### config.mk
export PLATFORM = sky130hd
export DESIGN_NAME = rgb_fade_sequencer
export DESIGN_NICKNAME = d
export VERILOG_FILES = /design/src/rtl/fade_pkg.sv /design/src/rtl/fade_step_timer.sv /design/src/rtl/rgb_fade_sequencer.sv
export SDC_FILE = /design/constraint.sdc
export NUM_CORES = 1
export LEC_CHECK = 0
export ABC_AREA = 1
export CAP_MARGIN = 10
export CORE_MARGIN = 2
export CORE_UTILIZATION = 50
export CTS_CLUSTER_DIAMETER = 60
export CTS_CLUSTER_SIZE = 24
export DETAILED_ROUTE_END_ITERATION = 16
export HOLD_SLACK_MARGIN = 0.12
export PLACE_DENSITY = 0.72
export SLEW_MARGIN = 15
export SYNTH_ARGS = -nofsm -noshare
export SYNTH_HDL_FRONTEND = slang
export SYNTH_HIERARCHICAL = 1
export SYNTH_SLANG_ARGS = --single-unit
### constraint.sdc
create_clock -name clk -period 3 [get_ports clk]
set_input_delay 0.45 -clock clk [delete_from_list [all_inputs] [get_ports clk]]
set_output_delay 0.45 -clock clk [all_outputs]
set_load 0.01 [all_outputs]
### src/rtl/fade_pkg.sv
// Shared types and helpers for the RGB colour-wheel fade sequencer.
// Duty arithmetic runs at a fixed CALC_W so the package stays independent of PWM_INTERVAL.
package fade_pkg;

   localparam int PHASE_COUNT = 6;
   localparam int CALC_W      = 16;

   typedef enum logic [2:0] {
      PH_RG_UP = 3'd0,
      PH_R_DN  = 3'd1,
      PH_B_UP  = 3'd2,
      PH_G_DN  = 3'd3,
      PH_R_UP  = 3'd4,
      PH_B_DN  = 3'd5
   } phase_t;

   typedef struct packed {
      logic [CALC_W-1:0] r;
      logic [CALC_W-1:0] g;
      logic [CALC_W-1:0] b;
   } rgb_t;

   // One channel moves per phase; level never exceeds max-1, so max-level cannot underflow.
   function automatic rgb_t duty_for(input phase_t ph,
                                     input logic [CALC_W-1:0] level,
                                     input logic [CALC_W-1:0] max);
      rgb_t d;
      logic [CALC_W-1:0] fall;
      fall = max - level;
      d    = '0;
      case (ph)
         PH_RG_UP: begin d.r = max;   d.g = level; d.b = '0;    end
         PH_R_DN:  begin d.r = fall;  d.g = max;   d.b = '0;    end
         PH_B_UP:  begin d.r = '0;    d.g = max;   d.b = level; end
         PH_G_DN:  begin d.r = '0;    d.g = fall;  d.b = max;   end
         PH_R_UP:  begin d.r = level; d.g = '0;    d.b = max;   end
         PH_B_DN:  begin d.r = max;   d.g = '0;    d.b = fall;  end
         default:  begin d.r = max;   d.g = '0;    d.b = '0;    end
      endcase
      return d;
   endfunction

   function automatic phase_t next_phase(input phase_t ph);
      phase_t n;
      if (int'(ph) >= PHASE_COUNT - 1) n = PH_RG_UP;
      else                             n = phase_t'(ph + 3'd1);
      return n;
   endfunction

endpackage

### src/rtl/fade_step_timer.sv
// Enable-gated modulo-STEP_CYCLES timer that raises a pending-step flag at terminal count.
// The flag is consumed by the apply strobe, which also wins when both land on the same edge.
module fade_step_timer
   import fade_pkg::*;
#(
   parameter int STEP_CYCLES = 1667
) (
   input  logic clk,
   input  logic reset,
   input  logic en,
   input  logic apply,
   output logic terminal,
   output logic pending
);

   localparam int TW = (STEP_CYCLES > 1) ? $clog2(STEP_CYCLES) : 1;
   localparam logic [TW-1:0] LAST = TW'(STEP_CYCLES - 1);

   logic [TW-1:0] count;

   assign terminal = en && (count == LAST);

   // Frozen rather than cleared while en is low, so a resumed fade keeps its step phase.
   always_ff @(posedge clk or posedge reset) begin
      if (reset)         count <= '0;
      else if (terminal) count <= '0;
      else if (en)       count <= count + TW'(1);
   end

   always_ff @(posedge clk or posedge reset) begin
      if (reset)         pending <= 1'b0;
      else if (apply)    pending <= 1'b0;
      else if (terminal) pending <= 1'b1;
   end

endmodule

### src/rtl/rgb_fade_sequencer.sv
// Colour-wheel fade controller: owns the PWM period counter and produces R/G/B duties.
// Duties change only on the edge where pwm_cnt wraps, so downstream comparators never glitch.
module rgb_fade_sequencer
   import fade_pkg::*;
#(
   parameter  int PWM_INTERVAL = 1200,
   parameter  int STEP_CYCLES  = 1667,
   localparam int DW           = $clog2(PWM_INTERVAL + 1)
) (
   input  logic          clk,
   input  logic          reset,
   input  logic          en,
   output logic [DW-1:0] duty_r,
   output logic [DW-1:0] duty_g,
   output logic [DW-1:0] duty_b,
   output logic [DW-1:0] pwm_cnt,
   output logic          pwm_start,
   output logic [2:0]    phase,
   output logic          cycle_done
);

   localparam logic [DW-1:0] MAX        = DW'(PWM_INTERVAL);
   localparam logic [DW-1:0] LAST_CNT   = DW'(PWM_INTERVAL - 1);
   localparam logic [DW-1:0] LAST_LEVEL = DW'(PWM_INTERVAL - 1);

   generate
      if (STEP_CYCLES < PWM_INTERVAL) begin : g_bad_step
         $error("rgb_fade_sequencer: STEP_CYCLES must be >= PWM_INTERVAL");
      end
   endgenerate

   phase_t        phase_q;
   phase_t        phase_d;
   logic [DW-1:0] level_q;
   logic [DW-1:0] level_d;
   logic          done_d;
   logic          wrap;
   logic          terminal;
   logic          pending;
   logic          apply;
   rgb_t          duty_next;
   logic          unused_duty_hi;

   assign wrap  = (pwm_cnt == LAST_CNT);
   assign apply = wrap && (pending || terminal);

   fade_step_timer #(
      .STEP_CYCLES (STEP_CYCLES)
   ) u_step_timer (
      .clk      (clk),
      .reset    (reset),
      .en       (en),
      .apply    (apply),
      .terminal (terminal),
      .pending  (pending)
   );

   always_ff @(posedge clk or posedge reset) begin
      if (reset)     pwm_cnt <= '0;
      else if (wrap) pwm_cnt <= '0;
      else           pwm_cnt <= pwm_cnt + DW'(1);
   end

   // At most one step per period boundary; the last level of a phase rolls into the next phase.
   always_comb begin
      phase_d = phase_q;
      level_d = level_q;
      done_d  = 1'b0;
      if (apply) begin
         if (level_q == LAST_LEVEL) begin
            level_d = '0;
            phase_d = next_phase(phase_q);
            done_d  = (phase_q == PH_B_DN);
         end else begin
            level_d = level_q + DW'(1);
         end
      end
   end

   assign duty_next = duty_for(phase_d, CALC_W'(level_d), CALC_W'(MAX));
   assign unused_duty_hi = ^{duty_next.r[CALC_W-1:DW],
                             duty_next.g[CALC_W-1:DW],
                             duty_next.b[CALC_W-1:DW]};

   always_ff @(posedge clk or posedge reset) begin
      if (reset) begin
         phase_q    <= PH_RG_UP;
         level_q    <= '0;
         cycle_done <= 1'b0;
      end else begin
         phase_q    <= phase_d;
         level_q    <= level_d;
         cycle_done <= done_d;
      end
   end

   // Registered from the next phase/level so new duties appear together with pwm_start.
   always_ff @(posedge clk or posedge reset) begin
      if (reset) begin
         duty_r <= MAX;
         duty_g <= '0;
         duty_b <= '0;
      end else if (apply) begin
         duty_r <= duty_next.r[DW-1:0];
         duty_g <= duty_next.g[DW-1:0];
         duty_b <= duty_next.b[DW-1:0];
      end
   end

   assign pwm_start = (pwm_cnt == '0);
   assign phase     = phase_q;

endmodule
; ---- After elaboration in Yosys (flattened, before gate mapping)
; Cells that the tools add are included.
[word_totals]
word_cells = 44
register_bits = 71
[classes]
magnitude_cmp = 1
n_reduce_logical = 7
n_eq_ne = 9
n_addsub = 5
n_mux = 13
[op_table]
columns = op, count
row1 = $pmux W43 S6, 1
row2 = $mux W11, 5
row3 = $add A11 B1 Y11 const B, 3
row4 = $eq A11 B11 Y1 const B, 3
row5 = $sub A11 B11 Y12 const A, 1
row6 = $logic_not A11 Y1, 1
row7 = $eq A3 B3 Y1 const B, 3
row8 = $mux W3, 3
row9 = $eq A3 B2 Y1 const B, 2
row10 = $mux W1, 4
row11 = $reduce_bool A2 Y1, 2
row12 = $add A3 B1 Y3 const B, 1
row13 = $eq A3 B1 Y1 const B, 1
row14 = $ge A3 B3 Y1 const B, 1
row15 = $logic_not A3 Y1, 1
row16 = $logic_and A1 B1 Y1, 2
row17 = $logic_or A1 B1 Y1, 1

; ---- Longest topological paths before layout
[logic_depth]
word_depth = 7
ltp_mapped = 23

; ---- By module
; Netlist, hierarchy kept.
[modules_own_cells]
columns = module, area_each_um2, cells_each, instances
row1 = rgb_fade_sequencer, 3702.3, 518, 1
row2 = fade_step_timer, 708.2, 104, 1

; ---- Worst setup path after synthesis
; OpenSTA, ideal clock, no wires.
[synth_path]
path_kind = register to register
from = register u_step_timer.count[0]
to = register duty_b[8]
path_stages_with_launch = 22
t_required_ns = 2.883
arrival_time_ns = 2.550
period_less_slack_ns = 2.666
n_path_buf = 0
path_slack_ns = 0.334
path_cell_list = dfrtp_1 -> inv_1 -> ha_1 -> nand3_1 -> nand3b_1 -> inv_2 -> nor2_1 -> inv_1 -> nand4_2 -> nand2_1 -> nand2_1 -> inv_1 -> ha_1 -> inv_1 -> nor2_1 -> nand2_1 -> nand3_1 -> nand3_1 -> nand3_1 -> o21ai_1 -> nand2_1 -> nand2_1
[synth_between]
elab_chain_cells = 7
elab_cells_between_ends = 14
[synth_rtl]
columns = element, line_no
row1 = "start, declared", fade_step_timer.sv:19  ; logic [TW-1:0] count;
row2 = "start signal, assigned", fade_step_timer.sv:27  ; else if (en) count <= count + TW'(1);
row3 = $eq A11 B11 Y1, fade_step_timer.sv:21  ; assign terminal = en && (count == LAST);
row4 = $logic_and A1 B1 Y1, fade_step_timer.sv:21
row5 = named net terminal, rgb_fade_sequencer.sv:38  ; logic terminal;
row6 = $logic_or A1 B1 Y1, rgb_fade_sequencer.sv:45  ; assign apply = wrap && (pending || terminal);
row7 = $logic_and A1 B1 Y1, rgb_fade_sequencer.sv:45
row8 = $mux W11, rgb_fade_sequencer.sv:69  ; if (apply) begin
row9 = named net level_d[1], rgb_fade_sequencer.sv:35  ; logic [DW-1:0] level_d;
row10 = $sub A11 B11 Y12, fade_pkg.sv:29  ; fall = max - level;
row11 = $pmux W43 S6, fade_pkg.sv:31  ; case (ph)
row12 = "end signal, assigned", rgb_fade_sequencer.sv:106  ; duty_b <= duty_next.b[DW-1:0];
row13 = "end, declared", rgb_fade_sequencer.sv:15  ; output logic [DW-1:0] duty_b,
; The timed path passes the listed nets, and every way through them passes these cells.
; A chain may end at the register's enable or synchronous reset.

; ---- Worst setup path in the final report
[layout_path]
from = register u_step_timer.count[0]
to = register duty_g[7]
[layout_between]
elab_chain_cells = 7
elab_cells_between_ends = 14
[layout_rtl]
columns = element, line_no
row1 = $eq A11 B11 Y1, fade_step_timer.sv:21
row2 = $logic_and A1 B1 Y1, fade_step_timer.sv:21
row3 = named net terminal, rgb_fade_sequencer.sv:38
row4 = $logic_or A1 B1 Y1, rgb_fade_sequencer.sv:45
row5 = $logic_and A1 B1 Y1, rgb_fade_sequencer.sv:45
row6 = $mux W11, rgb_fade_sequencer.sv:69
row7 = named net level_d[5], rgb_fade_sequencer.sv:35
row8 = $sub A11 B11 Y12, fade_pkg.sv:29
row9 = $pmux W43 S6, fade_pkg.sv:31
row10 = "end signal, assigned", rgb_fade_sequencer.sv:105  ; duty_g <= duty_next.g[DW-1:0];
row11 = "end, declared", rgb_fade_sequencer.sv:14  ; output logic [DW-1:0] duty_g,
; The timed path passes the listed nets, and every way through them passes these cells.

==> flow_summary.yaml <==
run_status:
  result_of_the_run: "completed"
route:
  antenna_violating_nets_remaining: 0
  drt_via_density: 5.20
  drtIter0Drc: 256
  route.final.wire_length_um: 12000
  drt-wirelength-per-cell_um: 14.4
  drtPass1Iterations: 5
  post-route-drc-count: 0
  vias: 4347
timing:
  layout_setup_ws_ns: 0.212
  setup-tns-final_ns: 0
  min_period_over_period: 0.929
  fmax_ghz: 0.359
  finalWorstPathRequiredPeriod_ns: 2.79
  final-hold-violation-count: 0
  worstMarginPinSlew_ns: 0.584
  finalMaxSlewViolations: 0
  slew-limit-headroom: 0.610
  skew_ns: 0.0129
  setup_viol: 0
finish:
  layout.filler_cells: 788
  register_area_um2: 1780
  multiInputGateArea_um2: 2270
  fin_nets: 734
  diodes: 0
  design_area_um2: 5600
  synthToLayoutAreaGrowth_pct: 27.0
  mostFrequentLayoutCell: "sky130_fd_sc_hd__nand2_1"
  drive_above_1_share: 0.166
  commonest_non_fill_non_tap_cells_in_the_layout: "206 x sky130_fd_sc_hd__nand2_1, 75 x sky130_fd_sc_hd__inv_1, 74 x sky130_fd_sc_hd__nor2_1, 67 x sky130_fd_sc_hd__dfrtp_1, 51 x sky130_fd_sc_hd__clkdlybuf4s50_1"
yosys:
  synth.cell_area_um2: 4410
  netlist_top_cells_area: "sky130_fd_sc_hd__dfrtp_1 38%, sky130_fd_sc_hd__nand2_1 18%, sky130_fd_sc_hd__inv_1 6.6%"
  post_synth.cell_area_avg_um2: 7.09
  synth_nets: 633
  synth.ff_latch_count: 71
  async_reset_ff_frac: 1.00
  synth_enable_flop_cells: 0
  synth-warning-count: 6
  synthDistinctLibCells: 39
  post-synth-top-area-cell: "sky130_fd_sc_hd__dfrtp_1"
  syn-instance-count: 622
  synth_sequential_area_ratio: 0.404
  synth_top_area_frac: 0.380
  ys_dominant_reg_cell: "sky130_fd_sc_hd__dfrtp_1"
setup_path:
  setup.worst_path.start_class: "flip-flop"
  worst_path_most_repeated_cell: "sky130_fd_sc_hd__nand2_1"
  worstSetupEndpointType: "flip-flop"
  path_class: "reg2reg"
  critPathTopFamily: "simple AND/OR/NAND/NOR gates"
  timing.critical_path.buf_inv: 6
  crit_chain: "inv_1 > ha_2 > nand3_1 > nand3b_1 > inv_2 > nor2_4 > buf_4 > nor2_4 > buf_4 > nand2_1 > nand2_1 > inv_1 > nand2_1 > inv_1 > nand3_1 > nand3_1 > nand3_1 > nand2_1 > nand2_1 > nand2_1"
  worst_ep_arrival_time_ns: 3.04
  crit_slowest_cell: "sky130_fd_sc_hd__dfrtp_1"
  timing.critical_path.required_ns: 3.25
  max_stage_delay_ns: 0.41
  worstPathMaxFanout: 10
pwr:
  vdd.ir_drop.worst_v: 0.000256
  total_power_mw: 1.96
  power-per-cell-area_nw_per_um2: 350
  static_power_due_to_leakage_nw: 2.97
clock_tree:
  tritoncts: "done"
  number_of_clock_sinks_seen_by_cts: 71
  cts_made_buffers: 9
  cts_max_level: 3
  clk_latency_ns: 0.36
  clkTransAtPathRegs_ns: 0.08
  clk_path_buf_depth: 2
  ctsRootBufferMaster: "sky130_fd_sc_hd__clkbuf_8"
floorplanning:
  rows: 34
  floorplan.die_area_um2: 9590
  fp.dieH_um: 97.9
  core_area_um2: 8640
  die_w_um: 97.9
  initial_utilization: 0.511
  io_pins: 52
global_route:
  grt_antenna_before_repair: 0
  via_count_of_the_first_global_routing_pass: 4200
  global_route.usage.total: 0.264
  grt-ovfl-total: 0
  grt_first_pass_wirelength_um: 20500
  grt_start_max_net_pins: 35
run:
  max-cap-violations: 0
placement:
  postPlaceCellArea_um2: 5380
  portBuffers: 51
  dp_worst_setup_slack_ns: -0.0632
  place_congestion: 0.944
  place.detailed.hpwl_um: 9130
worst_hold_path:
  worst_min_delay_path_class: "in2async"
[sequential cells by signal (all words and copies together) (netlist names)]
signal	cells
cycle_done	1
duty_b	11
duty_g	11
duty_r	11
level_q	11
phase	3
pwm_cnt	11
u_step_timer/count	11
u_step_timer/pending	1
[Yosys cell counts, drive strengths merged, types with 2 or more instances]
cell and count:
ha 8, xor2 13, nand2 213, o21ai 26
nor2 86, dfstp 4, clkbuf 3, a21oi 12
o22ai 5, inv 89, nor3 9, nand3 53
buf 5, nand4 15, o211ai 2, dfrtp 67
a21boi 3, or2 4
[per-layer routing]
| metal | track usage | part of all wire | routed length [um] | up-vias |
|---|---|---|---|---|
| met5 | 0 | 0 | 0 | - |
| met4 | 0.0598 | 0.011 | 131 | 0 |
| met1 | 0.401 | 0.50 | 5990 | 2052 |
| met2 | 0.398 | 0.44 | 5230 | 133 |
| met3 | 0.0401 | 0.055 | 655 | 14 |
| li1 | - | - | - | 2148 |
[through the flow]
stage,cells,hold WS [ns],utilization
2_1_floorplan,622,0.315,-
3_3_place_gp,819,0.459,0.623
3_5_place_dp,819,0.457,0.623
4_1_cts,835,0.461,0.644
5_1_grt,836,0.499,0.649
6_report,836,0.459,0.649
[layout make-up]
class	instances	share of cell area
tap	108	0.0241
timing repair buffer	98	0.159
clock inverter	5	0.00581
inverter	90	0.0612
multi-input combinational	453	0.405
sequential	71	0.318
clock buffer	11	0.0270
[logic make-up (layout without fill, tap and decap cells)]
group                      count (synthesis)  after routing  synth area share
AOI/OAI and AO/OA                         49             49            0.0706
xor gates and xnor gates                  13             13            0.0258
and+or+nand+nor                          383            383             0.390
adders and majority gates                  8              8            0.0227
buffers and inverters                     98            204            0.0874
DFF                                       71             71             0.404
[final timing paths]
kind	slack, ns	end	start	cells after the start
worst max-delay path	0.21	duty_g[7]	u_step_timer/count[0]	20
worst min-delay path	0.46	u_step_timer/count[8]	reset	2
worst min register to register	0.47	duty_r[4]	duty_r[4]	2
worst max register to register	0.21	duty_g[7]	u_step_timer/count[0]	20
min in group clk	0.47	duty_r[4]	duty_r[4]	2
max in group asynchronous	1.84	duty_r[10]	reset	3
[report_power, final]
group	switching [mW]	internal (mW)	total, mW	leakage [nW]
Combinational	0.118	0.0685	0.187	1.99
Clock	0.378	0.342	0.720	0.0873
Sequential	0.0585	0.997	1.06	0.888
Total	0.555	1.41	1.96	2.97
[what timing repair did]
action,4_1_cts,5_1_grt
gates resized for setup,0,8
setup endpoints to repair,0,24
hold buffers,0,0
buffers inserted,0,1
(Power assumes the default switching activity.)
